**config.mk**
```make
export PLATFORM = sky130hd
export DESIGN_NAME = alu4_resp_flat
export DESIGN_NICKNAME = d
export VERILOG_FILES = /design/src/rtl/alu4_resp_if.sv /design/src/rtl/alu4_resp.sv /design/src/flat_wrapper.sv
export SDC_FILE = /design/constraint.sdc
export NUM_CORES = 1
export LEC_CHECK = 0
export CORE_ASPECT_RATIO = 1.4
export CORE_MARGIN = 2
export CORE_UTILIZATION = 30
export CTS_BUF_LIST = sky130_fd_sc_hd__clkbuf_16
export CTS_CLUSTER_SIZE = 14
export DETAILED_ROUTE_END_ITERATION = 10
export PLACE_DENSITY_LB_ADDON = 0.1
export RECOVER_POWER = 25
export SETUP_SLACK_MARGIN = 0.05
export SLEW_MARGIN = 20
export SYNTH_ARGS = -nofsm -noshare
export SYNTH_HDL_FRONTEND = slang
export SYNTH_SLANG_ARGS = --single-unit
```
**constraint.sdc**
```tcl
create_clock -name clk -period 3.15 [get_ports clk]
set_input_delay 0.315 -clock clk [delete_from_list [all_inputs] [get_ports clk]]
set_output_delay 0.315 -clock clk [all_outputs]
set_load 0.005 [all_outputs]
```
**src/rtl/alu4_resp_if.sv**
```systemverilog
// ---------------------------------------------------------------------------
// alu4_resp_if
//   Request/response bundle for the handshaked 4-bit ALU responder.
//   The request channel carries {req_a, req_b, req_opt} under req_valid/req_ready.
//   The response channel carries {rsp_y, rsp_carry, rsp_ovf, rsp_zero} under
//   rsp_valid/rsp_ready.
//   Modports:
//     master : requester side (drives requests, consumes responses)
//     slave  : responder side (alu4_resp)
// ---------------------------------------------------------------------------
interface alu4_resp_if;
    logic       req_valid;
    logic       req_ready;
    logic [3:0] req_a;
    logic [3:0] req_b;
    logic [2:0] req_opt;

    logic       rsp_valid;
    logic       rsp_ready;
    logic [3:0] rsp_y;
    logic       rsp_carry;
    logic       rsp_ovf;
    logic       rsp_zero;

    modport master (
        output req_valid, req_a, req_b, req_opt, rsp_ready,
        input  req_ready, rsp_valid, rsp_y, rsp_carry, rsp_ovf, rsp_zero
    );

    modport slave (
        input  req_valid, req_a, req_b, req_opt, rsp_ready,
        output req_ready, rsp_valid, rsp_y, rsp_carry, rsp_ovf, rsp_zero
    );
endinterface

```
**src/rtl/alu4_resp.sv**
```systemverilog
// ---------------------------------------------------------------------------
// alu4_resp
//   Handshaked 4-bit ALU responder. Each accepted request is evaluated and the
//   result plus flags are written into a small response FIFO, so a stalled
//   consumer never loses a result. There is no combinational path from the
//   request channel to the response channel: a result is visible at the
//   earliest one cycle after its request is accepted.
//
//   Parameters:
//     DEPTH  response FIFO entries (power of two, >= 2)
//     CNT_W  width of the accepted-request counter
//
//   Ports:
//     clk        clock, everything on the rising edge
//     rst_n      synchronous active-low reset
//     bus        alu4_resp_if.slave (request and response channels)
//     req_count  number of accepted requests, wraps modulo 2^CNT_W
//
//   Opcodes: 000 a+b, 001 a-b, 010 ~a, 011 a&b, 100 a|b, 101 a^b,
//            110 signed a<b, 111 a==b (compare results are 0001 / 0000).
//   carry/ovf are only meaningful for add/sub and read 0 otherwise.
// ---------------------------------------------------------------------------
module alu4_resp #(
    parameter int DEPTH = 2,
    parameter int CNT_W = 8
) (
    input  logic             clk,
    input  logic             rst_n,
    alu4_resp_if.slave       bus,
    output logic [CNT_W-1:0] req_count
);

    localparam int PTR_W = $clog2(DEPTH);
    localparam int OCC_W = $clog2(DEPTH + 1);
    localparam logic [OCC_W-1:0] OCC_FULL = OCC_W'(DEPTH);

    typedef struct packed {
        logic [3:0] y;
        logic       carry;
        logic       ovf;
        logic       zero;
    } rsp_t;

    // -----------------------------------------------------------------------
    // ALU
    // -----------------------------------------------------------------------
    logic [4:0] w_sum;
    logic [4:0] w_dif;
    logic       w_add_ovf;
    logic       w_sub_ovf;
    logic       w_lt;
    rsp_t       w_res;

    assign w_sum = {1'b0, bus.req_a} + {1'b0, bus.req_b};
    // Subtraction as a + ~b + 1 so bit 4 is the carry-out (i.e. NOT borrow).
    assign w_dif = {1'b0, bus.req_a} + {1'b0, ~bus.req_b} + 5'd1;

    assign w_add_ovf = (bus.req_a[3] == bus.req_b[3]) && (w_sum[3] != bus.req_a[3]);
    assign w_sub_ovf = (bus.req_a[3] != bus.req_b[3]) && (w_dif[3] != bus.req_a[3]);
    // The sign of a-b alone is wrong when the subtraction overflows; correcting
    // with the overflow bit gives the true signed less-than.
    assign w_lt = w_dif[3] ^ w_sub_ovf;

    // NOTE: every field gets a default before the case so no path leaves a
    // signal unassigned, which would otherwise infer a latch.
    always_comb begin
        w_res = '0;
        unique case (bus.req_opt)
            3'b000: begin
                w_res.y     = w_sum[3:0];
                w_res.carry = w_sum[4];
                w_res.ovf   = w_add_ovf;
            end
            3'b001: begin
                w_res.y     = w_dif[3:0];
                w_res.carry = w_dif[4];
                w_res.ovf   = w_sub_ovf;
            end
            3'b010: w_res.y = ~bus.req_a;
            3'b011: w_res.y = bus.req_a & bus.req_b;
            3'b100: w_res.y = bus.req_a | bus.req_b;
            3'b101: w_res.y = bus.req_a ^ bus.req_b;
            3'b110: w_res.y = {3'b000, w_lt};
            3'b111: w_res.y = {3'b000, bus.req_a == bus.req_b};
        endcase
        w_res.zero = (w_res.y == 4'b0000);
    end

    // -----------------------------------------------------------------------
    // Response FIFO
    // -----------------------------------------------------------------------
    rsp_t             r_mem [DEPTH];
    logic [PTR_W-1:0] r_wr_ptr;
    logic [PTR_W-1:0] r_rd_ptr;
    logic [OCC_W-1:0] r_occ;
    logic [CNT_W-1:0] r_req_count;

    logic w_valid;
    logic w_pop;
    logic w_ready;
    logic w_push;
    rsp_t w_head;

    assign w_valid = (r_occ != '0);
    assign w_pop   = w_valid & bus.rsp_ready;
    // A full FIFO can still accept when its head leaves on the same edge.
    // Gating with rst_n keeps a request offered during reset from being taken.
    assign w_ready = rst_n & ((r_occ < OCC_FULL) | w_pop);
    assign w_push  = bus.req_valid & w_ready;

    // NOTE: the storage array is deliberately left out of reset; the occupancy
    // counter alone decides what is valid, and the outputs below are forced to
    // zero while empty, so stale contents are never observable.
    always_ff @(posedge clk) begin
        if (w_push) begin
            r_mem[r_wr_ptr] <= w_res;
        end
    end

    // NOTE: sequential state uses non-blocking assignments only, so every
    // register samples pre-edge values regardless of statement order.
    always_ff @(posedge clk) begin
        if (!rst_n) begin
            r_wr_ptr    <= '0;
            r_rd_ptr    <= '0;
            r_occ       <= '0;
            r_req_count <= '0;
        end else begin
            if (w_push) begin
                r_wr_ptr    <= r_wr_ptr + PTR_W'(1);
                r_req_count <= r_req_count + CNT_W'(1);
            end
            if (w_pop) begin
                r_rd_ptr <= r_rd_ptr + PTR_W'(1);
            end
            unique case ({w_push, w_pop})
                2'b10:   r_occ <= r_occ + OCC_W'(1);
                2'b01:   r_occ <= r_occ - OCC_W'(1);
                default: r_occ <= r_occ;
            endcase
        end
    end

    assign w_head = w_valid ? r_mem[r_rd_ptr] : '0;

    assign bus.req_ready = w_ready;
    assign bus.rsp_valid = w_valid;
    assign bus.rsp_y     = w_head.y;
    assign bus.rsp_carry = w_head.carry;
    assign bus.rsp_ovf   = w_head.ovf;
    assign bus.rsp_zero  = w_head.zero;
    assign req_count     = r_req_count;

endmodule

```
**src/flat_wrapper.sv**
```systemverilog
// flat-port wrapper written by rule: the top's interface ports become plain ports
module alu4_resp_flat 
#(
    parameter int DEPTH = 2,
    parameter int CNT_W = 8
)
  (clk, rst_n, req_count, bus_req_valid, bus_req_a, bus_req_b, bus_req_opt, bus_rsp_ready, bus_req_ready, bus_rsp_valid, bus_rsp_y, bus_rsp_carry, bus_rsp_ovf, bus_rsp_zero);
  alu4_resp_if bus_i ();
  input  logic clk;
  input  logic rst_n;
  output logic [CNT_W-1:0] req_count;
  input wire logic [$bits(bus_i.req_valid)-1:0] bus_req_valid;
  input wire logic [$bits(bus_i.req_a)-1:0] bus_req_a;
  input wire logic [$bits(bus_i.req_b)-1:0] bus_req_b;
  input wire logic [$bits(bus_i.req_opt)-1:0] bus_req_opt;
  input wire logic [$bits(bus_i.rsp_ready)-1:0] bus_rsp_ready;
  output wire logic [$bits(bus_i.req_ready)-1:0] bus_req_ready;
  output wire logic [$bits(bus_i.rsp_valid)-1:0] bus_rsp_valid;
  output wire logic [$bits(bus_i.rsp_y)-1:0] bus_rsp_y;
  output wire logic [$bits(bus_i.rsp_carry)-1:0] bus_rsp_carry;
  output wire logic [$bits(bus_i.rsp_ovf)-1:0] bus_rsp_ovf;
  output wire logic [$bits(bus_i.rsp_zero)-1:0] bus_rsp_zero;
  assign bus_i.req_valid = bus_req_valid;
  assign bus_i.req_a = bus_req_a;
  assign bus_i.req_b = bus_req_b;
  assign bus_i.req_opt = bus_req_opt;
  assign bus_i.rsp_ready = bus_rsp_ready;
  assign bus_req_ready = bus_i.req_ready;
  assign bus_rsp_valid = bus_i.rsp_valid;
  assign bus_rsp_y = bus_i.rsp_y;
  assign bus_rsp_carry = bus_i.rsp_carry;
  assign bus_rsp_ovf = bus_i.rsp_ovf;
  assign bus_rsp_zero = bus_i.rsp_zero;
  alu4_resp #(.DEPTH(DEPTH), .CNT_W(CNT_W)) u_core (.clk(clk), .rst_n(rst_n), .bus(bus_i), .req_count(req_count));
endmodule
```
; ---- Word level (Yosys, flattened, before mapping)
; Memories as Yosys holds them, arrays and structs flattened. A register that Yosys moved wholly into a read port is not among the register bits.
; Cells that the tools add are included.
; W data, S select, Z words.
[classes]
n_lt_le_gt_ge = 1
n_eq_ne = 14
n_mux = 8
addsub = 8
bitwise = 10
n_reduce_logical = 6
[ops]
columns = op, n
row1 = $pmux W4 S8, 1
row2 = $eq A3 B3 Y1 const B, 4
row3 = $add A4 B4 Y5, 2
row4 = $add A8 B1 Y8 const B, 1
row5 = $not A4 Y4, 2
row6 = $pmux W2 S2, 2
row7 = $mux W7, 1
row8 = $eq A3 B2 Y1 const B, 2
row9 = $add A5 B1 Y5 const B, 1
row10 = $and A4 B4 Y4, 1
row11 = $eq A4 B4 Y1, 1
row12 = $logic_not A4 Y1, 1
row13 = $mux W1, 4
row14 = $or A4 B4 Y4, 1
row15 = $reduce_bool A2 Y1, 2
row16 = $xor A4 B4 Y4, 1
row17 = $and A1 B1 Y1, 3
row18 = $eq A3 B1 Y1 const B, 1
row19 = $logic_not A3 Y1, 1
row20 = $ne A1 B1 Y1, 3
row21 = $add A1 B1 Y1 const B, 2
row22 = $add A2 B1 Y2 const B, 1
row23 = $eq A2 B1 Y1 const B, 1
row24 = $eq A2 B2 Y1 const B, 1
row25 = 6 further kinds, 7
[totals]
out_inout_bits = 17
ff_bits = 12
n_memories = 1
mem_bits_rw = 14
word_cells = 52
in_bits = 15
[memory_table]
columns = memory, depth, width, read_ports, rd_clocked_by_memory_dff, write_ports, line
row1 = u_core.r_mem, 2, 7, 1, 1, 1, alu4_resp.sv:92  ; rsp_t r_mem [DEPTH];

; ---- Longest topological paths before layout
[logic_depth]
word_depth = 8
ltp_mapped = 10
depth_no_buf = 10

; ---- Worst setup path after synthesis
; Ideal clock, no wire load.
[synth_timing]
path_type = input -> register
startpoint = input bus_req_a[1]
endpoint = memory u_core.r_mem[0][0] (netlist name) (data pin)
path_slack_ns = 0.791
path_stages = 10
t_arrival_ns = 2.177
t_required_ns = 2.968
cell_sequence = inv_1 > ha_1 > o21bai_1 > a21oi_1 > fa_1 > a21oi_1 > a31oi_1 > nor2_1 > a32o_1 > nor4_2
[synth_lines]
columns = element, line
row1 = start: declaration, flat_wrapper.sv:13  ; input wire logic [$bits(bus_i.req_a)-1:0] bus_req_a;
row2 = end: declaration, alu4_resp.sv:92

==> impl_metrics.py <==
metrics = {
    "power": {
        "worst_ir_drop_vdd_uv": 225,
        "p_leak_nw": 0.914,
        "p_per_area_nw_per_um2": 487,
    },
    "cts": {
        "cts_tree": "done",
        "clk_path_buf_depth": 2,
        "holdBufCountCts": 0,
        "cts-root-buf": "clkbuf_16",
        "cts_buffers": 3,
        "clock_sinks": 27,
        "cts_setup_buffers": 0,
        "worstSkewPairLatency_ns": 0.25,
        "htreeDepth": 1,
        "ctsResizeCount": 0,
        "clk_pin_slew_ns": 0.06,
    },
    "global_route": {
        "antenna_found_initial": 0,
        "grt_pass1_wl_mm": 5.68,
        "grtUsageMet2_pct": 21.5,
        "use_met3_pct": 1.55,
        "grtUsageTotal_pct": 11.3,
        "overflow": 0,
        "use_met1_pct": 12.0,
        "grt_pass1_vias": 1280,
        "grt.busiest_layer": "met2",
        "grt_max_degree": 20,
    },
    "placed_design": {
        "place_congestion": 0.847,
        "dpl_cell_area_um2": 2180,
        "dpl.hpwl_mm": 2.92,
        "portBuffers": 31,
    },
    "setup_path": {
        "critical_path.endpoint_type": "flip-flop",
        "required_ns": 3.23,
        "critical_path.max_fanout": 4,
        "rr_startpoint": "u_core.r_occ[1]$_SDFFE_PN0P_",
        "critPathSlowestCell": "fa_1",
        "critPathKind": "in2reg",
        "cp.arrival_ns": 2.90,
        "slowest_delay_ns": 0.53,
        "path_delay_family": "adder cells",
        "crit_start": "bus_req_b[1]",
        "start_kind": "primary input",
        "critPathBufInv": 2,
        "crit_chain": "clkdlybuf4s50_1 -> inv_1 -> ha_1 -> o21bai_1 -> a21oi_1 -> fa_1 -> a21oi_1 -> a31oi_1 -> nor2_1 -> a32o_1 -> nor4_2",
        "cpMostUsedCell": "a21oi_1",
    },
    "synth": {
        "synthTopCellsByArea": "edfxtp_1 (24%), dfxtp_1 (15%), ha_1 (9.9%)",
        "synth_top_cell_by_area": "edfxtp_1",
        "yosysSeqAreaShare_pct": 38.5,
        "synthDistinctLibCells": 45,
        "synth_top_cell_area_share_pct": 23.8,
        "yosysWarnings": 0,
        "async_flop_share_pct": 0,
        "syn-cell-area_um2": 1770,
        "synthesis.nets": 215,
        "avgSynthCellArea_um2": 9.66,
        "yosysMostFrequentCell": "nor2_1",
        "synthFlopType": "edfxtp_1",
        "synth_top_cells_by_count": "nor2_1 (17), inv_1 (15), edfxtp_1 (14), ha_1 (14), dfxtp_1 (13)",
        "synth_cells": 183,
        "synth_edf_count": 14,
        "ys_ff_latch": 27,
    },
    "worst_hold_path": {
        "hold_class": "reg2reg",
        "min-delay-start": "u_core.req_count[7]$_SDFFE_PN0P_",
    },
    "timing": {
        "hold_violations": 0,
        "clock_skew_ns": 0.00199,
        "period_share_pct": 89.8,
        "post-route-min-period_ns": 2.83,
        "max_freq_ghz": 0.354,
        "slew_violations": 0,
        "setup_viol": 0,
        "relSlewSlack_pct": 56.9,
        "worst_pin_slew_ns": 0.645,
        "rsz0062_at_grt": "false",
        "fin_setup_tns_ns": 0,
    },
    "drt": {
        "drt-total-wl_mm": 3.52,
        "via_per_inst": 4.77,
        "route.detailed.drc": 0,
        "num_vias": 1375,
        "postRouteAntennaNets": 0,
        "wl_per_cell_um": 12.2,
        "dr.pass1.iters": 4,
        "drtIter0Drc": 42,
    },
    "layout": {
        "nNetsFinal": 251,
        "finalInstanceArea_um2": 2250,
        "num_antenna_cells": 0,
        "drive_gt1_share_pct": 6.42,
        "syn2layout_area_growth_pct": 27.3,
    },
    "status": {
        "status": "finished clean",
    },
    "floorplanning": {
        "die_h_um": 94.8,
        "die_width_um": 68.9,
        "core_um2": 5780,
        "dieArea_um2": 6530,
        "rows": 33,
        "ioPinCount": 32,
        "initial_core_util_pct": 30.6,
    },
    "run": {
        "maxCapViolCount": 0,
    },
}
power by group:
group          internal, mW  total (mW)  switching, mW
Clock                 0.169       0.274          0.104
Sequential            0.408       0.445         0.0363
Combinational         0.210       0.379          0.169
Total                 0.788        1.10          0.309
path summary, 6_finish.rpt:
check | slack [ns] | end | cells after the start
worst max-delay path | 0.32 | u_core.r_mem[1][0]$_DFFE_PP_ | 11
worst min-delay path | 0.48 | u_core.req_count[7]$_SDFFE_PN0P_ | 2
worst max register to register | 1.13 | u_core.r_occ[1]$_SDFFE_PN0P_ | 7
worst min register to register | 0.48 | u_core.req_count[7]$_SDFFE_PN0P_ | 2
worst min-delay path, cell delays in order (launching register included):
cell and delay [ns]:
dfxtp_1 0.31, o21ai_0 0.07, a21boi_1 0.06
routing by layer:
| metal | up-vias | wire (µm) |
|---|---|---|
| met5 | - | 0 |
| met4 | 0 | 83 |
| met3 | 7 | 121 |
| met2 | 26 | 1920 |
| met1 | 640 | 1400 |
| li1 | 702 | - |
placed cells by master, fill, tap and decap left out, drive strengths merged, types with 2 or more instances in the layout:
cell           instances
a211oi                 3
a21boi                 3
a21o                   2
a21oi                  7
a31oi                  3
and2                   6
and3                   2
buf                    5
clkbuf                 5
clkdlybuf4s50         22
dfxtp                 13
dlygate4sd3            9
edfxtp                14
fa                     3
ha                    14
inv                   16
mux2i                 10
nand2                 11
nand2b                 3
nand3b                 3
nand4                  3
nor2                  17
nor2b                  7
nor3                   3
nor4                   2
o21a                   2
o21ai                  9
or3                    3
xnor2                  6
xor2                   2
per-stage QoR:
stage	util (%)	setup slack (ns)	hold WS [ns]	power, mW	std cells
after global placement	37.7	0.159	0.465	0.830	284
after detailed placement	37.7	0.0762	0.486	0.840	284
after CTS	39.1	0.333	0.496	1.12	288
after floorplan	-	0.791	0.464	0.666	183
after global routing	38.9	0.123	0.525	1.16	288
final	38.9	0.322	0.482	1.10	288
cell families (layout without fill, tap and decap cells):
logic type,count (synthesis),in the layout,share of synthesized area (%)
and+or+nand+nor,63,63,19.9
AOI/OAI and AO/OA,36,36,13.3
DFF,27,27,38.5
buffers and inverters,22,57,5.38
adders and majority gates,17,17,13.3
muxes,10,10,5.66
xor gates and xnor gates,8,8,3.96
area by class of cell:
type | count | area [µm²]
Sequential cell | 27 | 681
Timing Repair Buffer | 38 | 355
Fill cell | 601 | 3530
Clock inverter | 1 | 3.75
Tap cell | 70 | 87.6
Multi-Input combinational cell | 134 | 992
Clock buffer | 3 | 75.1
Inverter | 15 | 56.3
sequential cells by signal (all words and copies together) (netlist names), named ones only:
| register | count |
|---|---|
| u_core.r_mem | 14 |
| u_core.r_occ | 2 |
| u_core.r_rd_ptr | 1 |
| u_core.r_wr_ptr | 1 |
| u_core.req_count | 8 |
Note: power is estimated with default switching activity, not from simulation.
